File: config.mk
export PLATFORM = sky130hd
export DESIGN_NAME = pio_handshake_endpoint
export DESIGN_NICKNAME = d
export VERILOG_FILES = /design/src/rtl/pio_handshake_endpoint.sv
export SDC_FILE = /design/constraint.sdc
export NUM_CORES = 1
export LEC_CHECK = 0
export ABC_CLOCK_PERIOD_IN_PS = 4600
export CAP_MARGIN = 40
export CORE_MARGIN = 1.5
export CORE_UTILIZATION = 48
export CTS_CLUSTER_SIZE = 40
export DETAILED_ROUTE_END_ITERATION = 7
export PLACE_DENSITY_LB_ADDON = 0.15
export SLEW_MARGIN = 0
export SYNTH_ARGS = -nofsm -noshare
export SYNTH_HDL_FRONTEND = slang
export SYNTH_SLANG_ARGS = --single-unit
File: constraint.sdc
create_clock -name clk_clk -period 4.6 [get_ports clk_clk]
set_input_delay 0.92 -clock clk_clk [delete_from_list [all_inputs] [get_ports clk_clk]]
set_output_delay 0.92 -clock clk_clk [all_outputs]
set_load 0.02 [all_outputs]
File: src/rtl/pio_handshake_endpoint.sv
// pio_handshake_endpoint
// Fabric-side endpoint of the SoC PIO mailbox. Software posts a 2-bit command
// (00 idle, 01 write, 10 read, 11 reserved) together with an index and a data
// word. A write forwards (index, data) to the fabric write channel. A read
// issues a fabric read request and returns the response word. Status and data
// go back to software through a four-phase handshake, one transaction at a time.
//
// Ports
//   clk_clk, reset_reset_n : system clock, asynchronous active-low reset
//   cmd_sig/cmd_data/cmd_index : command, write data, index from software
//   rsp_sig/rsp_data/rsp_index : status (00 ready, 01 write ack, 10 read valid,
//                                11 error), read data, latched index echo
//   wr_valid/wr_ready/wr_addr/wr_data : fabric write channel
//   rd_valid/rd_ready/rd_addr         : fabric read-request channel
//   rsp_valid/rsp_rdata               : fabric read response (1-cycle strobe)
//   busy                              : high whenever not idle
module pio_handshake_endpoint #(
  parameter int DATA_W         = 32,
  parameter int SYNC_STAGES    = 2,
  parameter int TIMEOUT_CYCLES = 1024
) (
  input  logic              clk_clk,
  input  logic              reset_reset_n,
  input  logic [1:0]        cmd_sig,
  input  logic [DATA_W-1:0] cmd_data,
  input  logic [DATA_W-1:0] cmd_index,
  output logic [1:0]        rsp_sig,
  output logic [DATA_W-1:0] rsp_data,
  output logic [DATA_W-1:0] rsp_index,
  output logic              wr_valid,
  input  logic              wr_ready,
  output logic [DATA_W-1:0] wr_addr,
  output logic [DATA_W-1:0] wr_data,
  output logic              rd_valid,
  input  logic              rd_ready,
  output logic [DATA_W-1:0] rd_addr,
  input  logic              rsp_valid,
  input  logic [DATA_W-1:0] rsp_rdata,
  output logic              busy
);

  localparam int CNT_W = (TIMEOUT_CYCLES > 1) ? $clog2(TIMEOUT_CYCLES) + 1 : 1;
  localparam logic [CNT_W-1:0] CNT_LAST = CNT_W'((TIMEOUT_CYCLES > 0) ? TIMEOUT_CYCLES - 1 : 0);
  localparam logic [CNT_W-1:0] CNT_MAX  = '1;

  typedef enum logic [2:0] {
    S_IDLE    = 3'd0,
    S_WR_PUSH = 3'd1,
    S_RD_REQ  = 3'd2,
    S_RD_WAIT = 3'd3,
    S_HOLD    = 3'd4
  } state_t;

  state_t state_reg, state_next;

  // Command synchronizer: a shift chain, newest sample in the low bits.
  logic [2*SYNC_STAGES-1:0] sync_reg;
  logic [1:0]               cmd_s;

  logic [CNT_W-1:0]  cnt_reg, cnt_next;
  logic [1:0]        rsp_sig_reg, rsp_sig_next;
  logic [DATA_W-1:0] rsp_data_reg, rsp_data_next;
  logic [DATA_W-1:0] rsp_index_reg, rsp_index_next;
  logic              wr_valid_reg, wr_valid_next;
  logic [DATA_W-1:0] wr_addr_reg, wr_addr_next;
  logic [DATA_W-1:0] wr_data_reg, wr_data_next;
  logic              rd_valid_reg, rd_valid_next;
  logic [DATA_W-1:0] rd_addr_reg, rd_addr_next;
  logic              timeout_hit;

  assign cmd_s = sync_reg[2*SYNC_STAGES-1 -: 2];

  // A zero TIMEOUT_CYCLES means the read wait never gives up.
  assign timeout_hit = (TIMEOUT_CYCLES != 0) && (cnt_reg == CNT_LAST);

  always_ff @(posedge clk_clk or negedge reset_reset_n) begin
    if (!reset_reset_n) begin
      sync_reg <= '0;
    end else begin
      sync_reg <= {sync_reg[2*SYNC_STAGES-3:0], cmd_sig};
    end
  end

  // State and registered outputs.
  always_ff @(posedge clk_clk or negedge reset_reset_n) begin
    if (!reset_reset_n) begin
      state_reg     <= S_IDLE;
      cnt_reg       <= '0;
      rsp_sig_reg   <= 2'b00;
      rsp_data_reg  <= '0;
      rsp_index_reg <= '0;
      wr_valid_reg  <= 1'b0;
      wr_addr_reg   <= '0;
      wr_data_reg   <= '0;
      rd_valid_reg  <= 1'b0;
      rd_addr_reg   <= '0;
    end else begin
      state_reg     <= state_next;
      cnt_reg       <= cnt_next;
      rsp_sig_reg   <= rsp_sig_next;
      rsp_data_reg  <= rsp_data_next;
      rsp_index_reg <= rsp_index_next;
      wr_valid_reg  <= wr_valid_next;
      wr_addr_reg   <= wr_addr_next;
      wr_data_reg   <= wr_data_next;
      rd_valid_reg  <= rd_valid_next;
      rd_addr_reg   <= rd_addr_next;
    end
  end

  // Next-state logic.
  always_comb begin
    state_next = state_reg;
    unique case (state_reg)
      S_IDLE: begin
        unique case (cmd_s)
          2'b01:   state_next = S_WR_PUSH;
          2'b10:   state_next = S_RD_REQ;
          2'b11:   state_next = S_HOLD;
          default: state_next = S_IDLE;
        endcase
      end
      S_WR_PUSH: if (wr_valid_reg && wr_ready) state_next = S_HOLD;
      // A response arriving together with the request handshake completes the read.
      S_RD_REQ:  if (rd_valid_reg && rd_ready) state_next = rsp_valid ? S_HOLD : S_RD_WAIT;
      S_RD_WAIT: if (rsp_valid || timeout_hit) state_next = S_HOLD;
      S_HOLD:    if (cmd_s == 2'b00) state_next = S_IDLE;
      default:   state_next = S_IDLE;
    endcase
  end

  // Output/datapath next values.
  always_comb begin
    cnt_next       = cnt_reg;
    rsp_sig_next   = rsp_sig_reg;
    rsp_data_next  = rsp_data_reg;
    rsp_index_next = rsp_index_reg;
    wr_valid_next  = wr_valid_reg;
    wr_addr_next   = wr_addr_reg;
    wr_data_next   = wr_data_reg;
    rd_valid_next  = rd_valid_reg;
    rd_addr_next   = rd_addr_reg;
    unique case (state_reg)
      S_IDLE: begin
        rsp_sig_next = 2'b00;
        unique case (cmd_s)
          2'b01: begin
            wr_addr_next   = cmd_index;
            wr_data_next   = cmd_data;
            rsp_index_next = cmd_index;
            wr_valid_next  = 1'b1;
          end
          2'b10: begin
            rd_addr_next   = cmd_index;
            rsp_index_next = cmd_index;
            rd_valid_next  = 1'b1;
          end
          2'b11:   rsp_sig_next = 2'b11;
          default: ;
        endcase
      end
      S_WR_PUSH: begin
        if (wr_valid_reg && wr_ready) begin
          wr_valid_next = 1'b0;
          rsp_sig_next  = 2'b01;
        end
      end
      S_RD_REQ: begin
        if (rd_valid_reg && rd_ready) begin
          rd_valid_next = 1'b0;
          cnt_next      = '0;
          if (rsp_valid) begin
            rsp_data_next = rsp_rdata;
            rsp_sig_next  = 2'b10;
          end
        end
      end
      S_RD_WAIT: begin
        cnt_next = (cnt_reg == CNT_MAX) ? cnt_reg : cnt_reg + 1'b1;
        // A response on the final cycle beats the timeout.
        if (rsp_valid) begin
          rsp_data_next = rsp_rdata;
          rsp_sig_next  = 2'b10;
        end else if (timeout_hit) begin
          rsp_sig_next = 2'b11;
        end
      end
      S_HOLD: begin
        if (cmd_s == 2'b00) rsp_sig_next = 2'b00;
      end
      default: ;
    endcase
  end

  assign rsp_sig   = rsp_sig_reg;
  assign rsp_data  = rsp_data_reg;
  assign rsp_index = rsp_index_reg;
  assign wr_valid  = wr_valid_reg;
  assign wr_addr   = wr_addr_reg;
  assign wr_data   = wr_data_reg;
  assign rd_valid  = rd_valid_reg;
  assign rd_addr   = rd_addr_reg;
  assign busy      = (state_reg != S_IDLE);

endmodule
## Word level (Yosys, flattened, before mapping)

Index checks and enable logic that the tools add are counted.

- Flip-flop bits (word level): 182
- Bits in latches: 0
- RAM bits: 0
- Memory bits (read-only): 0
- Input bits: 103
- Output and inout bits: 165
- Logic and storage cells: 77
- Memories: 0

- Add/subtract/negate cells: 1
- Multipliers: 0
- Div/mod/pow operators: 0
- Magnitude comparators: 0
- Equal/unequal tests: 18
- Shift operators: 0
- Multiplexer cells: 27
- Bitwise gates (word level): 0
- Reduce and logical (&&, ||, !) cells: 20

Operators with widths:

| operator | count |
|---|---|
| 2-to-1 mux 32 bit | 2 |
| one-hot mux 32 bit (2 select lines) | 1 |
| 2-to-1 mux 11 bit | 2 |
| one-hot mux 11 bit (2 select lines) | 1 |
| 2-to-1 mux 3 bit | 5 |
| one-hot mux 3 bit (5 select lines) | 1 |
| 2-to-1 mux 2 bit | 7 |
| inequality test 2 bit (second input constant) | 7 |
| adder 11 x 1 -> 11 bit (second input constant) | 1 |
| equality test 11 x 10 -> 1 bit (second input constant) | 1 |
| equality test 11 bit (second input constant) | 1 |
| one-hot mux 2 bit (5 select lines) | 1 |
| one-hot mux 3 bit (3 select lines) | 1 |
| AND reduction 3 bit | 3 |
| AND reduction 2 bit | 4 |
| equality test 3 x 2 -> 1 bit (second input constant) | 2 |
| AND reduction 6 bit | 1 |
| nonzero test 2 bit | 3 |
| nonzero test 5 bit | 1 |
| equality test 2 bit (second input constant) | 2 |
| 2-to-1 mux 1 bit | 4 |
| one-hot mux 1 bit (2 select lines) | 2 |
| AND reduction 4 bit | 1 |
| equality test 3 x 1 -> 1 bit (second input constant) | 1 |
| other kinds (10) | 11 |

## Depth between registers and ports, before layout

- Depth in word-level cells: 4
- Gate-level depth with buffers: 7
- Mapped depth without buffers: 7

## Worst setup path after synthesis

No wires, ideal clock.

- Path kind: input-to-reg
- Start: in rd_ready
- End: reg rsp_data_reg[10], in the netlist rsp_data[10]
- Setup time: 125 ps
- Arrival: 1,953 ps
- Required time: 4,475 ps
- Slack: 2,522 ps
- Stages: 5
- Buffers on the path: 1
- Cell sequence: a21oi_1 nor2_4 nand2_1 buf_2 mux2_2

- Cells in the longest elaborated chain, start to end: 3

RTL lines:

| item | line | RTL |
|---|---|---|
| start: declaration | 35 | `input logic rd_ready,` |
| logical AND 1 bit | 169 | `if (rd_valid_reg && rd_ready) begin` |
| inequality test 2 bit (no source line) | - |  |
| AND reduction 2 bit (no source line) | - |  |
| end signal: assignment | 101 | `rsp_data_reg <= rsp_data_next;` |
| end: declaration | 62 | `logic [DATA_W-1:0] rsp_data_reg, rsp_data_next;` |

No other way between the ends.
A chain may end at the register's enable or synchronous reset.

## Final worst setup path

- Start: reg state_reg[1]
- End: out busy

- Cells in the longest elaborated chain, start to end: 1

RTL lines:

| item | line | RTL |
|---|---|---|
| start: declaration | 54 | `state_t state_reg, state_next;` |
| start signal: assignment | 98 | `state_reg <= state_next;` |
| nonzero test 3 bit | 203 | `assign busy = (state_reg != S_IDLE);` |
| end: declaration | 39 | `output logic busy` |

No other way between the ends.

==> impl_metrics.ini <==
[status]
status = finished clean

[synth]
synth_area_sq_um = 7190
synth-seq-cells = 182
syn_area_per_cell_sq_um = 15.2
synth_commonest_cells = dfrtp_1, mux2_2, nor2_1
yosysWarnings = 0
synthFlopType = dfrtp_1
postSynthNetCount = 585
synth.area.top_cells = dfrtp_1, mux2_2, ha_1
synthCells = 474
synth_cell_type_count = 40
ys_seq_area_share_pct = 63.3
yosysTopAreaCell = dfrtp_1
yosysMostFrequentCell = dfrtp_1
async_flop_share_pct = 100
synth_top_area_share_pct = 63.3
synth_edf_count = 0

[floorplan]
num_rows = 44
die_w_microns = 125
initial_core_util_pct = 49.3
placeableCoreArea_sq_um = 14600
pin_count = 268
die_y_microns = 125
die_area_sq_um = 15700

[cts]
post_cts_buffers = 0
cts.sinks = 182
htree_levels = 4
cts_resized = 0
root_buffer = clkbuf_16
cts_buffers = 17
cts_buffer_depth = 2
clk_pin_slew_ps = 60
cts_hold_buf = 0
worstSkewPairLatency_ps = 430
cts_tree = done

[placement]
pre_cts_ws_ps = 1780
portBuffers = 267
gp_congestion = 0.871
hpwl_microns = 12600

[layout]
area_growth_pct = 48.4
final_util_pct = 73.1
layout-drive-gt1-share_pct = 27.3
num-fill-cells = 934
diodes = 0
final_nets = 855

[sta]
rsz0062_at_grt = no
max_freq_mhz = 338
fin_crit_ps = 2960
fin_ws_ps = 1640
fin_skew_ps = 5.28
slew_viol_final = 0
timing.setup.tns_ps = 0
finalCritPeriodShare_pct = 64.3
finalSetupViolCount = 0
relSlewSlack_pct = 50.3
hold_viol = 0
worst_pin_slew_ps = 746

[critical_path]
cp_max_fo = 14
critPathCapture = busy
cp_data_required_time_ps = 3680
r2r-start = state_reg[1]$_DFFE_PN0P_
worst_setup_path_start_kind = flip-flop
crit_start = state_reg[1]$_DFFE_PN0P_
regToRegSetupSlack_ps = 1880
end_kind = primary output
r2r_end = wr_addr[16]$_DFFE_PN0P_
crit_type = reg -> out
crit_arrival_ps = 2040
reg2reg_depth = 4

[route]
routed_wl_microns = 17500
drc = 0
vias = 4879
antenna_left = 0
drt_iter0_drc = 233
vias_per_cell = 5.18
wire_per_inst_microns = 18.6
firstDrtPassIters = 4

[global_routing]
grt_pass1_wl_microns = 28500
track_usage_pct = 23.4
grt_overflow_total = 0
grt_max_degree = 93
grt_pass1_vias = 5330
antenna_found_initial = 0

[power_and_ir_drop]
cellPowerDensity_nw_per_um2 = 765
p_leak_nw = 4.51
irDropWorstVdd_v = 0.000414

[run]
maxCapViolCount = 0

[min_path]
hold_class = in -> async
## layer usage
metal	up-vias	track usage, %	part of all wire [%]
met5	-	0	0
met4	0	10.6	3.3
met3	41	8.81	8.4
met2	198	38.3	49
met1	2432	27.4	39
li1	2208	-	-
## critical path, stage by stage, from the launching register on
cell             delay [ps]
dfrtp_1                 540
nor3_1                  430
inv_1                    80
clkdlybuf4s50_1         560
## worst min-delay path by stage
stage	start	end	slack (ps)
2_1_floorplan	sync_reg[0]$_DFF_PN0_	sync_reg[2]$_DFF_PN0_	330
3_3_place_gp	sync_reg[1]$_DFF_PN0_	sync_reg[3]$_DFF_PN0_	360
3_5_place_dp	sync_reg[0]$_DFF_PN0_	sync_reg[2]$_DFF_PN0_	350
4_1_cts	reset_reset_n	rsp_sig[0]$_DFFE_PN0P_	310
5_1_grt	reset_reset_n	rsp_sig[0]$_DFFE_PN0P_	320
6_report	reset_reset_n	rsp_sig[1]$_DFFE_PN0P_	330
## placed cells by master, fill, tap and decap left out, drive strengths merged, types with 2 or more instances in the layout
master / netlist / layout
clkinvlp: 0 / 2
clkinv: 0 / 7
buf: 19 / 8
nand2: 14 / 14
bufinv: 0 / 3
o32ai: 2 / 2
dfrtp: 182 / 182
inv: 5 / 5
nor2: 18 / 18
a21o: 2 / 2
ha: 8 / 8
nor2b: 4 / 4
o21ai: 6 / 6
nor3: 6 / 6
clkdlybuf4s50: 0 / 266
nor4: 2 / 2
nand4: 2 / 2
mux2: 163 / 163
a21oi: 6 / 6
xor2: 6 / 6
nand3: 9 / 9
clkbuf: 4 / 20
and2: 3 / 3
## per-stage QoR
stage	total power [mW]	instances	area, sq um	hold slack (ps)
after floorplan	4.76	474	7190	331
after global placement	6.60	908	10000	362
after detailed placement	6.71	909	10100	354
after CTS	8.25	941	10700	314
after global routing	8.56	941	10700	321
final	8.17	941	10700	328
## where the power goes
group | switching [mW] | internal, mW
logic | 1.81 | 2.05
clock network | 0.601 | 0.896
registers | 0.444 | 2.36
total | 2.86 | 5.31
## area by class of cell
| cell class | instances | area, sq um | share of cell area, % |
|---|---|---|---|
| well taps | 184 | 230 | 2.16 |
| flip-flops and latches | 182 | 4550 | 42.7 |
| clock buffers | 20 | 467 | 4.37 |
| multi-input cells | 264 | 2490 | 23.3 |
| repair buffers | 274 | 2760 | 25.9 |
| clock inverters | 12 | 151 | 1.42 |
| inverters | 5 | 18.8 | 0.176 |
## kinds of logic (layout without fill, tap and decap cells)
| family | count (synthesis) | after routing | synth area share [%] |
|---|---|---|---|
| flip-flops | 182 | 182 | 63.3 |
| XOR/XNOR | 7 | 7 | 0.852 |
| buffers and inverters | 28 | 311 | 2.07 |
| multiplexers | 164 | 164 | 25.7 |
| adder cells (fa/ha/maj) | 8 | 8 | 1.39 |
| AND/OR/NAND/NOR | 63 | 63 | 4.70 |
| AO/OA/AOI/OAI | 22 | 22 | 2.02 |
Note: power is estimated with default switching activity, not from simulation.
